===== src/rtl/traffic_phase_timer.sv =====
// Phase timer for the traffic light controller: counts each phase up to its latched
// duration, reports completion, and can walk through the phases on its own.
module traffic_phase_timer #(
    parameter int CNT_W      = 5,
    parameter int NUM_PHASES = 4,
    parameter int PH_W       = $clog2(NUM_PHASES)
) (
    input  logic                        clk,
    input  logic                        n_reset,
    input  logic                        start,
    input  logic [PH_W-1:0]             start_phase,
    input  logic                        hold,
    input  logic                        auto_cycle,
    input  logic [NUM_PHASES*CNT_W-1:0] durations,
    output logic                        count_done,
    output logic                        done_pulse,
    output logic                        busy,
    output logic [PH_W-1:0]             phase,
    output logic [CNT_W-1:0]            count
);

    localparam logic [1:0] ST_IDLE = 2'd0;
    localparam logic [1:0] ST_RUN  = 2'd1;
    localparam logic [1:0] ST_DONE = 2'd2;

    localparam logic [PH_W-1:0] LAST_PHASE = PH_W'(NUM_PHASES - 1);
    localparam logic [PH_W:0]   NUM_PH_EXT = (PH_W + 1)'(NUM_PHASES);

    logic [1:0]       state;
    logic [CNT_W-1:0] term;
    logic [PH_W-1:0]  load_phase;
    logic [PH_W-1:0]  next_phase;
    logic [CNT_W-1:0] load_dur;
    logic [CNT_W-1:0] next_dur;

    // Out-of-range start phases fall back to phase 0; next_phase wraps after the last phase.
    always_comb begin
        load_phase = ({1'b0, start_phase} < NUM_PH_EXT) ? start_phase : '0;
        next_phase = (phase == LAST_PHASE) ? '0 : phase + PH_W'(1);
        load_dur   = durations[int'(load_phase) * CNT_W +: CNT_W];
        next_dur   = durations[int'(next_phase) * CNT_W +: CNT_W];
    end

    always_ff @(posedge clk or negedge n_reset) begin
        if (!n_reset) begin
            state      <= ST_IDLE;
            count      <= '0;
            phase      <= '0;
            term       <= '0;
            done_pulse <= 1'b0;
        end else if (start) begin
            state      <= ST_RUN;
            phase      <= load_phase;
            count      <= '0;
            term       <= load_dur;
            done_pulse <= 1'b0;
        end else begin
            done_pulse <= 1'b0;
            if (state == ST_RUN && !hold) begin
                if (count != term) begin
                    count <= count + CNT_W'(1);
                end else begin
                    done_pulse <= 1'b1;
                    // Auto-cycle reloads the counter and the next phase's duration in one edge.
                    if (auto_cycle) begin
                        phase <= next_phase;
                        count <= '0;
                        term  <= next_dur;
                    end else begin
                        state <= ST_DONE;
                    end
                end
            end
        end
    end

    assign busy       = (state == ST_RUN);
    assign count_done = (state == ST_DONE);

endmodule


===== config.mk =====
export PLATFORM = sky130hd
export DESIGN_NAME = traffic_phase_timer
export DESIGN_NICKNAME = d
export VERILOG_FILES = /design/src/rtl/traffic_phase_timer.sv
export SDC_FILE = /design/constraint.sdc
export NUM_CORES = 1
export LEC_CHECK = 0
export BUFFER_PORTS_ARGS = -buffer_cell sky130_fd_sc_hd__buf_2
export CORE_UTILIZATION = 44
export CTS_BUF_LIST = sky130_fd_sc_hd__clkbuf_8
export CTS_CLUSTER_SIZE = 24
export DETAILED_ROUTE_END_ITERATION = 7
export PLACE_DENSITY = 0.85
export REMOVE_ABC_BUFFERS = 1
export SLEW_MARGIN = 20
export SYNTH_ARGS = -nofsm -noshare
export SYNTH_HDL_FRONTEND = slang
export SYNTH_SLANG_ARGS = --single-unit
export TNS_END_PERCENT = 1

===== constraint.sdc =====
create_clock -name clk -period 1.6 [get_ports clk]
set_input_delay 0.16 -clock clk [delete_from_list [all_inputs] [get_ports clk]]
set_output_delay 0.16 -clock clk [all_outputs]
set_load 0.01 [all_outputs]

# After elaboration in Yosys (flattened, before gate mapping)
# Cells that the tools add are included.
dict set report word_totals {
  elab_cells 45
  out_inout_bits 10
  ff_bits 15
  in_bits 27
}
dict set report op_classes {
  add_sub_neg 2
  muxes 20
  shifts 2
  eq_ne 6
  reduce_logical 8
  n_mul 2
}
# operator n
set op_table {}
lappend op_table {{2-to-1 mux 5 bit} 8}
lappend op_table {{variable part select 20 x 6 -> 5 bit} 2}
lappend op_table {{2-to-1 mux 2 bit} 9}
lappend op_table {{multiplier 2 x 3 -> 5 bit (second input constant)} 2}
lappend op_table {{AND reduction 3 bit} 2}
lappend op_table {{adder 5 x 1 -> 5 bit (second input constant)} 1}
lappend op_table {{inequality test 5 bit} 1}
lappend op_table {{== test 2 bit (second input constant)} 2}
lappend op_table {{inequality test 2 bit (second input constant)} 2}
lappend op_table {{nonzero test 2 bit} 2}
lappend op_table {{2-to-1 mux 1 bit} 3}
lappend op_table {{nonzero test 3 bit} 1}
lappend op_table {{adder 2 x 1 -> 2 bit (second input constant)} 1}
lappend op_table {{== test 2 x 1 -> 1 bit (second input constant)} 1}
lappend op_table {{AND reduction 2 bit} 1}
lappend op_table {{logical AND 1 bit} 1}
lappend op_table {{zero test 1 bit} 1}

# Depth between registers and ports, before layout
# Gate-level depths: netlist (run 1).
dict set report depth {
  depth_word 8
  mapped_depth 5
  mapped_depth_nobuf 5
}

# Least setup slack after synthesis (run 1)
# Ideal clock, no wire load.
dict set report synth_path {
  kind {flip-flop to flip-flop}
  from {register phase[0]}
  to {register term[0]}
  setup_slack_ps -226
  stages_incl_launch_ff 5
  synth_period_minus_slack_ps 1826
  required_time_ps 1475
  t_arrival_ps 1701
  setup_ps 125
  n_path_buf 0
  path_cell_list {dfrtp_1 > ha_1 > mux2_4 > mux4_2 > mux2_2}
}
dict set report synth_between {
  elab_chain_len 8
  elab_cells_between_ends 9
  cone_classes {1 x add/sub; 1 x mul; 1 x eq/ne; 1 x shift; 5 x mux}
}
# element line_no
set synth_lines {}
lappend synth_lines {{start, declared} 18} ;# output logic [PH_W-1:0] phase,
lappend synth_lines {{start signal, assigned} 53} ;# phase <= load_phase;
lappend synth_lines {{start signal, assigned} 66} ;# phase <= next_phase;
lappend synth_lines {{adder 2 x 1 -> 2 bit / == test 2 bit (equally long branches)} 39} ;# next_phase = (phase == LAST_PHASE) ? '0 : phase + PH_W'(1);
lappend synth_lines {{2-to-1 mux 2 bit (*)} 39}
lappend synth_lines {{multiplier 2 x 3 -> 5 bit (*)} 41} ;# next_dur = durations[int'(next_phase) * CNT_W +: CNT_W];
lappend synth_lines {{variable part select 20 x 6 -> 5 bit (*)} 41}
lappend synth_lines {{2-to-1 mux 5 bit (*)} 65} ;# if (auto_cycle) begin
lappend synth_lines {{2-to-1 mux 5 bit (*)} 60} ;# if (count != term) begin
lappend synth_lines {{2-to-1 mux 5 bit (*)} 59} ;# if (state == ST_RUN && !hold) begin
lappend synth_lines {{2-to-1 mux 5 bit (*)} 51} ;# end else if (start) begin
lappend synth_lines {{end signal, assigned} 55} ;# term <= load_dur;
lappend synth_lines {{end signal, assigned} 68} ;# term <= next_dur;
lappend synth_lines {{end, declared} 30} ;# logic [CNT_W-1:0] term;
# Every way passes the cells marked *; elsewhere a longest branch is shown, timed or not. The select of a mux whose other input is x is not followed.
# A chain may end at the register's enable or synchronous reset.

# Worst setup path after layout (run 1)
dict set report layout_path {
  from {register phase[0]}
  to {register term[3]}
}
# Same word-level chain as after synthesis.

==> key figures, run 1 <==
Critical path
  • Worst setup SP type: flop
  • Critical path capture point type: flop
  • Worst flop-to-flop path endpoint: term[3]$_DFFE_PN0P_
  • Critical Path RT: 1730 ps
  • Worst r2r src: phase[0]$_DFFE_PN0P_
  • Critical path start-end classification: reg -> reg
  • Worst EP arrival: ~2000 ps
  • R2r setup slk: -240 ps
  • Number of cells traversed by the worst register-to-register path: 4
  • CP max FO: 6

Clocking
  • Number of clock sinks: 15
  • Cell chosen for the clock root: sky130_fd_sc_hd__clkbuf_8
  • Number of buffers created by CTS: 3
  • Total number of H-tree levels: 1
  • Clock latency of the later-clocked register in the worst-skew pair: roughly 240 ps
  • Number of buffers between clock root and the deepest sink: 2
  • TritonCTS clock tree: yes
  • Clock slew at reported path FFs: 60 ps

Placed design
  • Total half-perimeter wirelength after legalization and detailed placement: 1760 um
  • Placed cells: about 150
  • Placer congestion estimate: between 0.8 and 0.9
  • Port buffer count: 36

Finish
  • Final core utilization: 0.705
  • Cell Count, Final, Fillers Out: 153
  • Count of filler cells inserted in the layout: about 150
  • Proportion of layout cells with a drive suffix above 1: 0.563
  • ANT cells: 0
  • Nets: approximately 160
  • Layout overhead on the synthesized area: 42.7%

Global route
  • First-pass GRT wire length: 3800 um
  • Maximum number of pins on one net before global-route repair: 16
  • Overall track demand over capacity in global routing: 0.253
  • Gr ovfl total: 0
  • Number of antenna violations at the first check in global routing: 0
  • Via count of the first global-routing pass: 875

Timing
  • Setup slack of the critical path after layout: -243 ps
  • Number of slew-limit violations in the final report: 0
  • Minimum clock period after layout: about 1800 ps
  • Final worst-path cycle share: 1.15
  • Endpoints failing setup: 6
  • Worst clock skew on the final layout: 2.71 ps
  • Setup Total Neg Slack: -1130 ps
  • Measured slew at the worst slew-check pin: 391 ps
  • Unrepaired setup endpoints after global routing: true
  • Peak clock frequency supported by timing: 543 MHz
  • Worst slew margin: 0.739
  • Worst Hold Slack: 250 ps
  • Fin. Hold Viols: 0

Yosys
  • Synthesized area: 900 um2
  • Count of state elements after synthesis: 15
  • Synthesized instance count: 77
  • Syn_area_per_cell: 11.7 um2
  • Warning count from the yosys run: 0
  • Sequential cell area fraction in the yosys report: 0.417
  • Number of distinct library cells after synthesis: 25

Drt
  • WL final: 2280 um
  • Avg Vias per Cell: roughly 5.5
  • Average wire per standard cell: 14.9 um
  • DRC violation count after routing: 0
  • Length of the first detailed-routing pass in iterations: 3
  • Vias: roughly 840
  • Violation count after the first detailed-route iteration: 6
  • Remaining antenna violation count: 0

Outcome
  • Violated checks: negative setup slack
  • Outcome: finished with violations

Floorplan
  • I/O pin total: 37
  • Number of placement rows: 15
  • Width of the chip: 47.2 um
  • Initial Utilization: 0.494
  • DIE AREA: 2230 um2
  • Core Box Area: approximately 1800 um2
  • Die outline height: 47.2 um

Pwr
  • Leakage power summed over all cells: 0.620 nW
  • Power density over the cells: between 1000 and 1500 nW/um2
  • Maximum ir drop on the vdd rail: 0.649 mV

Min path
  • Class of the most critical hold timing path: in -> reg
  • Origin of the worst min-delay path: auto_cycle
  • Worst hold stages: 3
  • Worst hold endpoint: state[1]$_DFFE_PN0P_

Run
  • # Max-Cap Violations: 0
state kept, by name, summed over array words and instances (netlist names):
signal / cells
count: 5
done_pulse: 1
phase: 2
state: 2
term: 5
power breakdown:
part / switching, mW / total, mW / internal [mW]
Clock: 0.127 / 0.297 / 0.170
Combinational: 0.271 / 0.641 / 0.370
Sequential: 0.0749 / 0.541 / 0.466
what timing repair did:
item / in CTS / in global routing
hold endpoints to repair: 15 / 0
hold buffers: 1 / 0
resized for setup: 5 / 4
endpoints found under the setup margin: 7 / 9
buffers inserted: 0 / 1
pin swaps: 3 / 1
cell usage after synthesis:
library cell | n | share of area
sky130_fd_sc_hd__dfrtp_1 | 15 | 0.42
sky130_fd_sc_hd__xnor2_1 | 5 | 0.049
sky130_fd_sc_hd__a21oi_1 | 4 | 0.022
sky130_fd_sc_hd__or4_1 | 1 | 0.0083
sky130_fd_sc_hd__nand2_1 | 4 | 0.017
sky130_fd_sc_hd__mux2i_1 | 1 | 0.011
sky130_fd_sc_hd__nor3b_2 | 1 | 0.014
sky130_fd_sc_hd__ha_1 | 2 | 0.028
sky130_fd_sc_hd__a21o_1 | 1 | 0.0083
sky130_fd_sc_hd__inv_1 | 6 | 0.025
sky130_fd_sc_hd__mux2_4 | 2 | 0.033
sky130_fd_sc_hd__o21ai_0 | 1 | 0.0056
sky130_fd_sc_hd__buf_6 | 1 | 0.013
sky130_fd_sc_hd__mux2_2 | 5 | 0.063
sky130_fd_sc_hd__and3_1 | 1 | 0.0070
sky130_fd_sc_hd__o32ai_1 | 5 | 0.049
sky130_fd_sc_hd__o31a_1 | 2 | 0.019
sky130_fd_sc_hd__nor2_1 | 3 | 0.013
sky130_fd_sc_hd__mux4_2 | 5 | 0.13
sky130_fd_sc_hd__nor3_1 | 3 | 0.017
sky130_fd_sc_hd__or3b_1 | 1 | 0.0097
sky130_fd_sc_hd__nor2b_1 | 1 | 0.0070
sky130_fd_sc_hd__nor4_1 | 1 | 0.0070
sky130_fd_sc_hd__buf_2 | 1 | 0.0056
sky130_fd_sc_hd__nand3_1 | 5 | 0.028
layout by cell type, fill, tap and decap left out, drive strengths merged, types with 4 or more instances in the layout:
cell and count:
a21oi 4, buf 48, dfrtp 15, inv 7, mux2 7, mux4 5
nand2 4, nand3 5, o32ai 5, xnor2 5
kinds of logic after synthesis:
family | after synthesis | synth area share
simple gates | 21 | 0.127
flops | 15 | 0.417
compound gates | 13 | 0.104
mux | 13 | 0.232
buf+inv | 8 | 0.0431
xor+xnor | 5 | 0.0487
fa+ha+maj | 2 | 0.0278
area by class of cell:
cell class | instances | area (um2) | share of cell area
Inverter | 6 | 22.5 | 0.0175
Multi-Input combinational cell | 54 | 529 | 0.412
Sequential cell | 15 | 375 | 0.292
Clock buffer | 3 | 41.3 | 0.0322
Timing Repair Buffer | 49 | 280 | 0.218
Tap cell | 25 | 31.3 | 0.0244
Clock inverter | 1 | 3.75 | 0.00292
worst max path at each step:
stage                                      to                  from  depth (start not counted)  slack (ps)
after floorplan           term[0]$_DFFE_PN0P_  phase[0]$_DFFE_PN0P_                          4        -230
after global placement    term[4]$_DFFE_PN0P_  phase[0]$_DFFE_PN0P_                          4        -180
after detailed placement  term[3]$_DFFE_PN0P_  phase[0]$_DFFE_PN0P_                          4        -220
after CTS                 term[3]$_DFFE_PN0P_  phase[0]$_DFFE_PN0P_                          4        -230
after global routing      term[3]$_DFFE_PN0P_  phase[0]$_DFFE_PN0P_                          4        -300
final                     term[3]$_DFFE_PN0P_  phase[0]$_DFFE_PN0P_                          4        -240
critical path, cell delays in order (launching register included):
cell,delay (ps)
sky130_fd_sc_hd__dfrtp_1,380
sky130_fd_sc_hd__ha_1,290
sky130_fd_sc_hd__mux2_4,330
sky130_fd_sc_hd__mux4_2,440
sky130_fd_sc_hd__mux2_4,280
metrics by stage:
step / total power, mW / cell area (um2) / setup slack, ps
after floorplan: 0.900 / 883 / -226
after global placement: 1.07 / 1180 / -176
after detailed placement: 1.11 / 1180 / -222
after CTS: 1.47 / 1260 / -232
after global routing: 1.57 / 1280 / -296
final: 1.48 / 1280 / -243
per-layer routing:
metal | track usage | vias up | part of all wire
met5 | 0 | - | 0
li1 | - | 394 | -
met2 | 0.461 | 39 | 0.54
met4 | 0.114 | 0 | 0.017
met3 | 0.0654 | 6 | 0.060
met1 | 0.274 | 405 | 0.39
Power figures use the tool's default switching activity.
==> run 2: changes to the inputs <==
- MAX_ROUTING_LAYER: default -> met4
==> run 2 against run 1 <==
The flow still finishes with violations (negative setup slack). Die area unchanged. Non-clock buffer count unchanged. Wire length up 0.22%. Cell count unchanged. Cell area unchanged. Clock skew about the same. Total power about the same. Sequential share of layout area unchanged. Largest cell class unchanged. Register-to-register slack about the same. First-iteration DRC count unchanged. Worst setup slack better by 0.80 ps.
==> key figures, run 2 (synthesis gave the netlist of run 1 again) <==
Outcome
  • Outcome: finished with violations
  • Violated checks: negative setup slack

Finish
  • Storage cell area: about 380 um2
  • Largest registers ranked by flip-flop count: count x5, term x5
  • Proportion of layout cells with a drive suffix above 1: 0.563
  • Commonest cells after routing, fill and taps aside: 36 x sky130_fd_sc_hd__buf_2, 15 x sky130_fd_sc_hd__dfrtp_1, 12 x sky130_fd_sc_hd__buf_4, 7 x sky130_fd_sc_hd__inv_1
  • ANT cells: 0
  • Layout overhead on the synthesized area: 42.7%
  • Cell Count, Final, Fillers Out: 153
  • Most frequent standard cell in the layout excluding fill and tap cells: sky130_fd_sc_hd__buf_2
  • Final core utilization: 0.705
  • Count of filler cells inserted in the layout: 154
  • Area of the multi-input gates: around 530 um2
  • Nets: 158

Drt
  • Average wire per standard cell: approximately 15 um
  • Violation count after the first detailed-route iteration: 6
  • DRC violation count after routing: 0
  • WL final: 2280 um
  • Remaining antenna violation count: 0
  • Avg Vias per Cell: 5.52
  • Vias: between 800 and 900
  • Length of the first detailed-routing pass in iterations: 3

Timing
  • Minimum clock period after layout: between 1500 and 2000 ps
  • Fin. Hold Viols: 0
  • Worst clock skew on the final layout: about 2.8 ps
  • Peak clock frequency supported by timing: 543 MHz
  • Unrepaired setup endpoints after global routing: true
  • Worst slew margin: 0.739
  • Final worst-path cycle share: 1.15
  • Endpoints failing setup: 6
  • Number of slew-limit violations in the final report: 0
  • Setup slack of the critical path after layout: -242 ps
  • Measured slew at the worst slew-check pin: 391 ps

Critical path
  • Critical path capture point type: flop
  • Number of cells traversed by the worst register-to-register path: 4
  • Worst flop-to-flop path endpoint: term[3]$_DFFE_PN0P_
  • Worst r2r src: phase[0]$_DFFE_PN0P_
  • Worst setup SP type: flop
  • Cell-by-cell trace of the critical path: ha_1 -> mux2_4 -> mux4_2 -> mux2_4
  • Slowest-stage cell, CP: sky130_fd_sc_hd__mux4_2
  • Worst EP arrival: 1970 ps
  • Critical Path Source: phase[0]$_DFFE_PN0P_
  • Critical Path RT: 1730 ps
  • Critical path start-end classification: reg -> reg
  • R2r setup slk: -240 ps
  • Most frequent cell on the critical path: sky130_fd_sc_hd__mux2_4
  • Max stage delay on crit path: around 440 ps
  • CP max FO: 6
  • Critical path endpoint: term[3]$_DFFE_PN0P_

Floorplan
  • Number of placement rows: 15
  • I/O pin total: 37
  • Core Box Area: 1820 um2
  • Initial Utilization: 0.494
  • Width of the chip: approximately 47 um
  • Die outline height: 47.2 um
  • DIE AREA: around 2200 um2

Pwr
  • Power density over the cells: approximately 1200 nW/um2
  • Maximum ir drop on the vdd rail: 0.649 mV
  • Switching power of the nets: 473 uW
  • Total design power: 1.48 mW
  • Clock network fraction of design power: 0.201
  • Logic gate share of total power: 0.433
  • Leakage power summed over all cells: between 0.6 and 0.7 nW
  • Part of the total power dissipated in sequential elements: 0.366
  • Power Internal: roughly 1.0 mW
  • Switching part of the total: 0.320

Clocking
  • Total number of H-tree levels: 1
  • Number of buffers created by CTS: 3
  • Number of clock sinks: 15
  • TritonCTS clock tree: yes
  • Number of buffers between clock root and the deepest sink: 2
  • Clock slew at reported path FFs: 60 ps
  • Cell chosen for the clock root: sky130_fd_sc_hd__clkbuf_8
  • Clock latency of the later-clocked register in the worst-skew pair: 240 ps

Global route
  • First-pass GRT wire length: 3800 um
  • Overall track demand over capacity in global routing: 0.262
  • Via count of the first global-routing pass: 874
  • Gr ovfl total: 0
  • Maximum number of pins on one net before global-route repair: 16
  • Number of antenna violations at the first check in global routing: 0

Placed design
  • Placed cells: 147
  • Minimum setup slack after placement: -222 ps
  • Total half-perimeter wirelength after legalization and detailed placement: 1760 um
  • Port buffer count: 36
  • Placer congestion estimate: 0.910

Min path
  • Class of the most critical hold timing path: in -> reg
  • Worst hold stages: 3

Run
  • # Max-Cap Violations: 0
[run 2: routing by layer]
| layer | vias up | track usage | routed length [um] |
|---|---|---|---|
| met4 | 0 | 0.114 | 38 |
| met3 | 6 | 0.0577 | 133 |
| met1 | 405 | 0.279 | 891 |
| met5 | - | - | 0 |
| met2 | 39 | 0.461 | 1220 |
| li1 | 394 | - | - |
[run 2: timing repair]
item	CTS	global route
buffers inserted	0	1
setup endpoints to repair	7	9
pin swaps	3	1
gates cloned	0	0
gates resized for setup	5	4
hold buffers	1	0
endpoints found under the hold margin	15	0
[run 2: worst min path at each step]
stage                          start                    to  slack [ps]
after global routing      auto_cycle  state[1]$_DFFE_PN0P_         260
after detailed placement     n_reset  count[2]$_DFFE_PN0P_          80
after CTS                 auto_cycle  state[1]$_DFFE_PN0P_         240
final                     auto_cycle  state[1]$_DFFE_PN0P_         250
after global placement       n_reset  count[2]$_DFFE_PN0P_          70
after floorplan              n_reset  count[0]$_DFFE_PN0P_        -140
[run 2: final cells by class]
type / instances / area share
multi-input cells: 54 / 0.412
inverters: 6 / 0.0175
clock buffers: 3 / 0.0322
well taps: 25 / 0.0244
flip-flops and latches: 15 / 0.292
repair buffers: 49 / 0.218
clock inverters: 1 / 0.00292
[run 2: critical path, delay by kind of cell (launching register included)]
kind       cells  cell delay (ps)
fa+ha+maj      1              290
flops          1              380
mux            3             1050
[run 2: metrics by stage]
step | cell area, um2 | hold WS [ps] | TNS, ps
4_1_cts | 1260 | 242 | -1120
3_3_place_gp | 1180 | 74.4 | -877
6_report | 1280 | 250 | -1120
5_1_grt | 1280 | 262 | -1500
2_1_floorplan | 883 | -136 | -1130
3_5_place_dp | 1180 | 83.0 | -1190
[run 2: power groups by stage]
stage | Combinational, mW | Clock [mW] | Sequential (mW)
floorplan | 0.356 | 0 | 0.544
global placement | 0.541 | 0 | 0.526
detailed placement | 0.577 | 0 | 0.533
CTS | 0.622 | 0.305 | 0.541
global route | 0.693 | 0.328 | 0.554
finish | 0.641 | 0.297 | 0.541
==> run 3: changes to the inputs <==
- ABC_AREA: default -> 1
- CORE_UTILIZATION: 44 -> 47
- PLACE_DENSITY: 0.85 -> 0.86
==> run 3 against run 2 <==
The run now ends clean. Largest power group unchanged. Die area up 19%. Synthesized cell count up 120%. Via count up 35%. Clock skew down 1.7 ps. Non-clock buffer count down 6. Hold slack worse by 76 ps. Critical path type unchanged. Cell count up 58%. Sequential share of layout area down 3.1 points.
==> key figures, run 3 <==
Finish
  • Largest registers ranked by flip-flop count: count x5, term x5
  • Final core utilization: 0.636
  • Most frequent standard cell in the layout excluding fill and tap cells: sky130_fd_sc_hd__nand2_1
  • Nets: around 240
  • Layout overhead on the synthesized area: 24.8%
  • Commonest cells after routing, fill and taps aside: 59 x sky130_fd_sc_hd__nand2_1, 36 x sky130_fd_sc_hd__buf_2, 25 x sky130_fd_sc_hd__inv_1, 21 x sky130_fd_sc_hd__nand3_1, 15 x sky130_fd_sc_hd__dfrtp_1
  • Proportion of layout cells with a drive suffix above 1: 0.286
  • ANT cells: 0

Drt
  • Remaining antenna violation count: 0
  • Vias: between 1,000 and 1,500
  • WL final: ~2500 um
  • Average wire per standard cell: 10.3 um
  • Avg Vias per Cell: 4.73
  • Length of the first detailed-routing pass in iterations: 4
  • Violation count after the first detailed-route iteration: 17
  • DRC violation count after routing: 0

Timing
  • Peak clock frequency supported by timing: 684 MHz
  • Measured slew at the worst slew-check pin: 363 ps
  • Final worst-path cycle share: 0.914
  • Minimum clock period after layout: 1460 ps
  • Worst clock skew on the final layout: 1.16 ps
  • Worst slew margin: 0.758
  • Number of slew-limit violations in the final report: 0
  • Setup Total Neg Slack: 0 ps
  • Fin. Hold Viols: 0
  • Endpoints failing setup: 0

Global route
  • Met1 routing resource usage after global routing: 0.231
  • Gr ovfl total: 0
  • First-pass GRT wire length: 4100 um
  • Global-route met2 utilization: 0.385
  • Busiest metal layer after global routing: met2
  • Via count of the first global-routing pass: 1,019
  • Number of antenna violations at the first check in global routing: 0
  • Overall track demand over capacity in global routing: 0.215
  • Maximum number of pins on one net before global-route repair: 16
  • Met3 layer usage reported by global route: 0.0179

Yosys
  • Number of distinct library cells after synthesis: 25
  • Most instantiated flip-flop cell in the synthesis netlist: sky130_fd_sc_hd__dfrtp_1
  • Synthesized area: 1150 um2
  • Leading area contributor after synthesis: sky130_fd_sc_hd__dfrtp_1
  • Warning count from the yosys run: 0
  • Dominant cell by count in the synthesized netlist: sky130_fd_sc_hd__nand2_1
  • Count of state elements after synthesis: 15
  • Syn_area_per_cell: around 6.8 um2
  • Most frequent cells after synthesis: 59 x sky130_fd_sc_hd__nand2_1, 24 x sky130_fd_sc_hd__inv_1, 21 x sky130_fd_sc_hd__nand3_1
  • Post-synth ARST share: 1.00
  • Sequential cell area fraction in the yosys report: 0.327
  • Biggest area contributors in the synthesized netlist: sky130_fd_sc_hd__dfrtp_1 33%, sky130_fd_sc_hd__nand2_1 19%, sky130_fd_sc_hd__nand3_1 9.2%
  • Synthesized instance count: 170
  • Number of flops mapped to enable cells by yosys: 0
  • Fraction of synthesized cell area taken by the top area cell type: 0.327

Outcome
  • Outcome: finished, final reports clean

Min path
  • Class of the most critical hold timing path: in -> reg
  • Worst hold stages: 2
  • Origin of the worst min-delay path: start

Floorplan
  • Number of placement rows: 17
  • Width of the chip: 51.4 um
  • DIE AREA: 2650 um2
  • I/O pin total: 37
  • Initial Utilization: 0.509
  • Die outline height: 51.4 um
  • Core Box Area: 2250 um2

Clocking
  • Cell chosen for the clock root: sky130_fd_sc_hd__clkbuf_8
  • Total number of H-tree levels: 1
  • TritonCTS clock tree: yes
  • Number of clock sinks: 15
  • Clock latency of the later-clocked register in the worst-skew pair: 250 ps
  • Clock slew at reported path FFs: 60 ps
  • Number of buffers created by CTS: 3
  • Number of buffers between clock root and the deepest sink: 2

Pwr
  • Maximum ir drop on the vdd rail: 0.716 mV
  • Power density over the cells: 1250 nW/um2
  • Leakage power summed over all cells: between 0.8 and 0.9 nW

Critical path
  • Critical Path Source: phase[0]$_DFFE_PN0P_
  • CP max FO: 9
  • Critical path capture point type: flop
  • Worst setup SP type: flop
  • Worst EP arrival: about 1700 ps
  • Number of cells traversed by the worst register-to-register path: 9
  • Worst r2r src: phase[0]$_DFFE_PN0P_
  • Critical path start-end classification: reg -> reg
  • Critical Path RT: 1790 ps

Placed design
  • Total half-perimeter wirelength after legalization and detailed placement: 1920 um
  • Placer congestion estimate: 0.826
  • Port buffer count: 36

Run
  • # Max-Cap Violations: 0
-- run 3: cell types whose count changed after synthesis, sizes merged, moves of 3 or more --
cell	change
xor2	+3
mux2	-7
nand3	+17
nand3b	+10
nand2	+61
o32ai	-5
mux4	-5
a21oi	-3
inv	+22
nor2	+10
xnor2	-4
-- run 3: routing by layer --
metal	wire length [um]	vias to the layer above
li1	-	607
met1	1120	493
met2	1230	35
met3	90	4
met4	49	0
met5	0	-
-- run 3: kinds of logic after synthesis --
group,count (synthesis),synth area share
fa+ha+maj,2,0.0218
xor+xnor,4,0.0305
buf+inv,33,0.125
compound gates,4,0.0305
flops,15,0.327
simple gates,112,0.465
-- run 3: worst max-delay path: stages, from the launching register on --
cell,delay (ps)
sky130_fd_sc_hd__dfrtp_1,400
sky130_fd_sc_hd__ha_1,200
sky130_fd_sc_hd__nor2_1,120
sky130_fd_sc_hd__nand2_2,150
sky130_fd_sc_hd__buf_4,180
sky130_fd_sc_hd__nand3b_1,80
sky130_fd_sc_hd__nand3_1,80
sky130_fd_sc_hd__nand2_1,60
sky130_fd_sc_hd__nand3_1,60
sky130_fd_sc_hd__nand2_1,70
-- run 3: power by group --
part | internal, mW | total [mW] | switching [mW]
Clock | 0.170 | 0.307 | 0.136
Combinational | 0.368 | 0.903 | 0.535
Sequential | 0.487 | 0.576 | 0.0888
Total | 1.03 | 1.79 | 0.760
-- run 3: final timing paths --
check	slack (ps)	endpoint
min reg2reg	500	term[1]$_DFFE_PN0P_
max	140	term[1]$_DFFE_PN0P_
max in group asynchronous	1000	count[1]$_DFFE_PN0P_
max reg2reg	140	term[1]$_DFFE_PN0P_
min in group asynchronous	340	state[1]$_DFFE_PN0P_
min	170	state[1]$_DFFE_PN0P_
-- run 3: layout make-up --
cell class	count	area, um2
Multi-Input combinational cell	122	634
Tap cell	28	35.0
Fill cell	229	821
Timing Repair Buffer	43	235
Clock inverter	1	3.75
Clock buffer	3	41.3
Inverter	29	109
Sequential cell	15	375
-- run 3: per-stage QoR --
stage          total power, mW  hold slack [ps]  cells  worst slack, ps  cell area (um2)
3_5_place_dp              1.45             84.3    233             91.0             1350
2_1_floorplan             1.20             -136    166             71.8             1110
5_1_grt                   1.95              174    241            -14.7             1430
4_1_cts                   1.76              168    238             78.8             1410
6_report                  1.79              174    241              138             1430
3_3_place_gp              1.41             77.8    233              141             1350
-- run 3: timing repair --
| item | CTS | global route |
|---|---|---|
| hold endpoints to repair | 15 | 0 |
| buffers inserted | 0 | 3 |
| setup endpoints to repair | 0 | 5 |
| hold buffers | 1 | 0 |
| resized for setup | 0 | 1 |
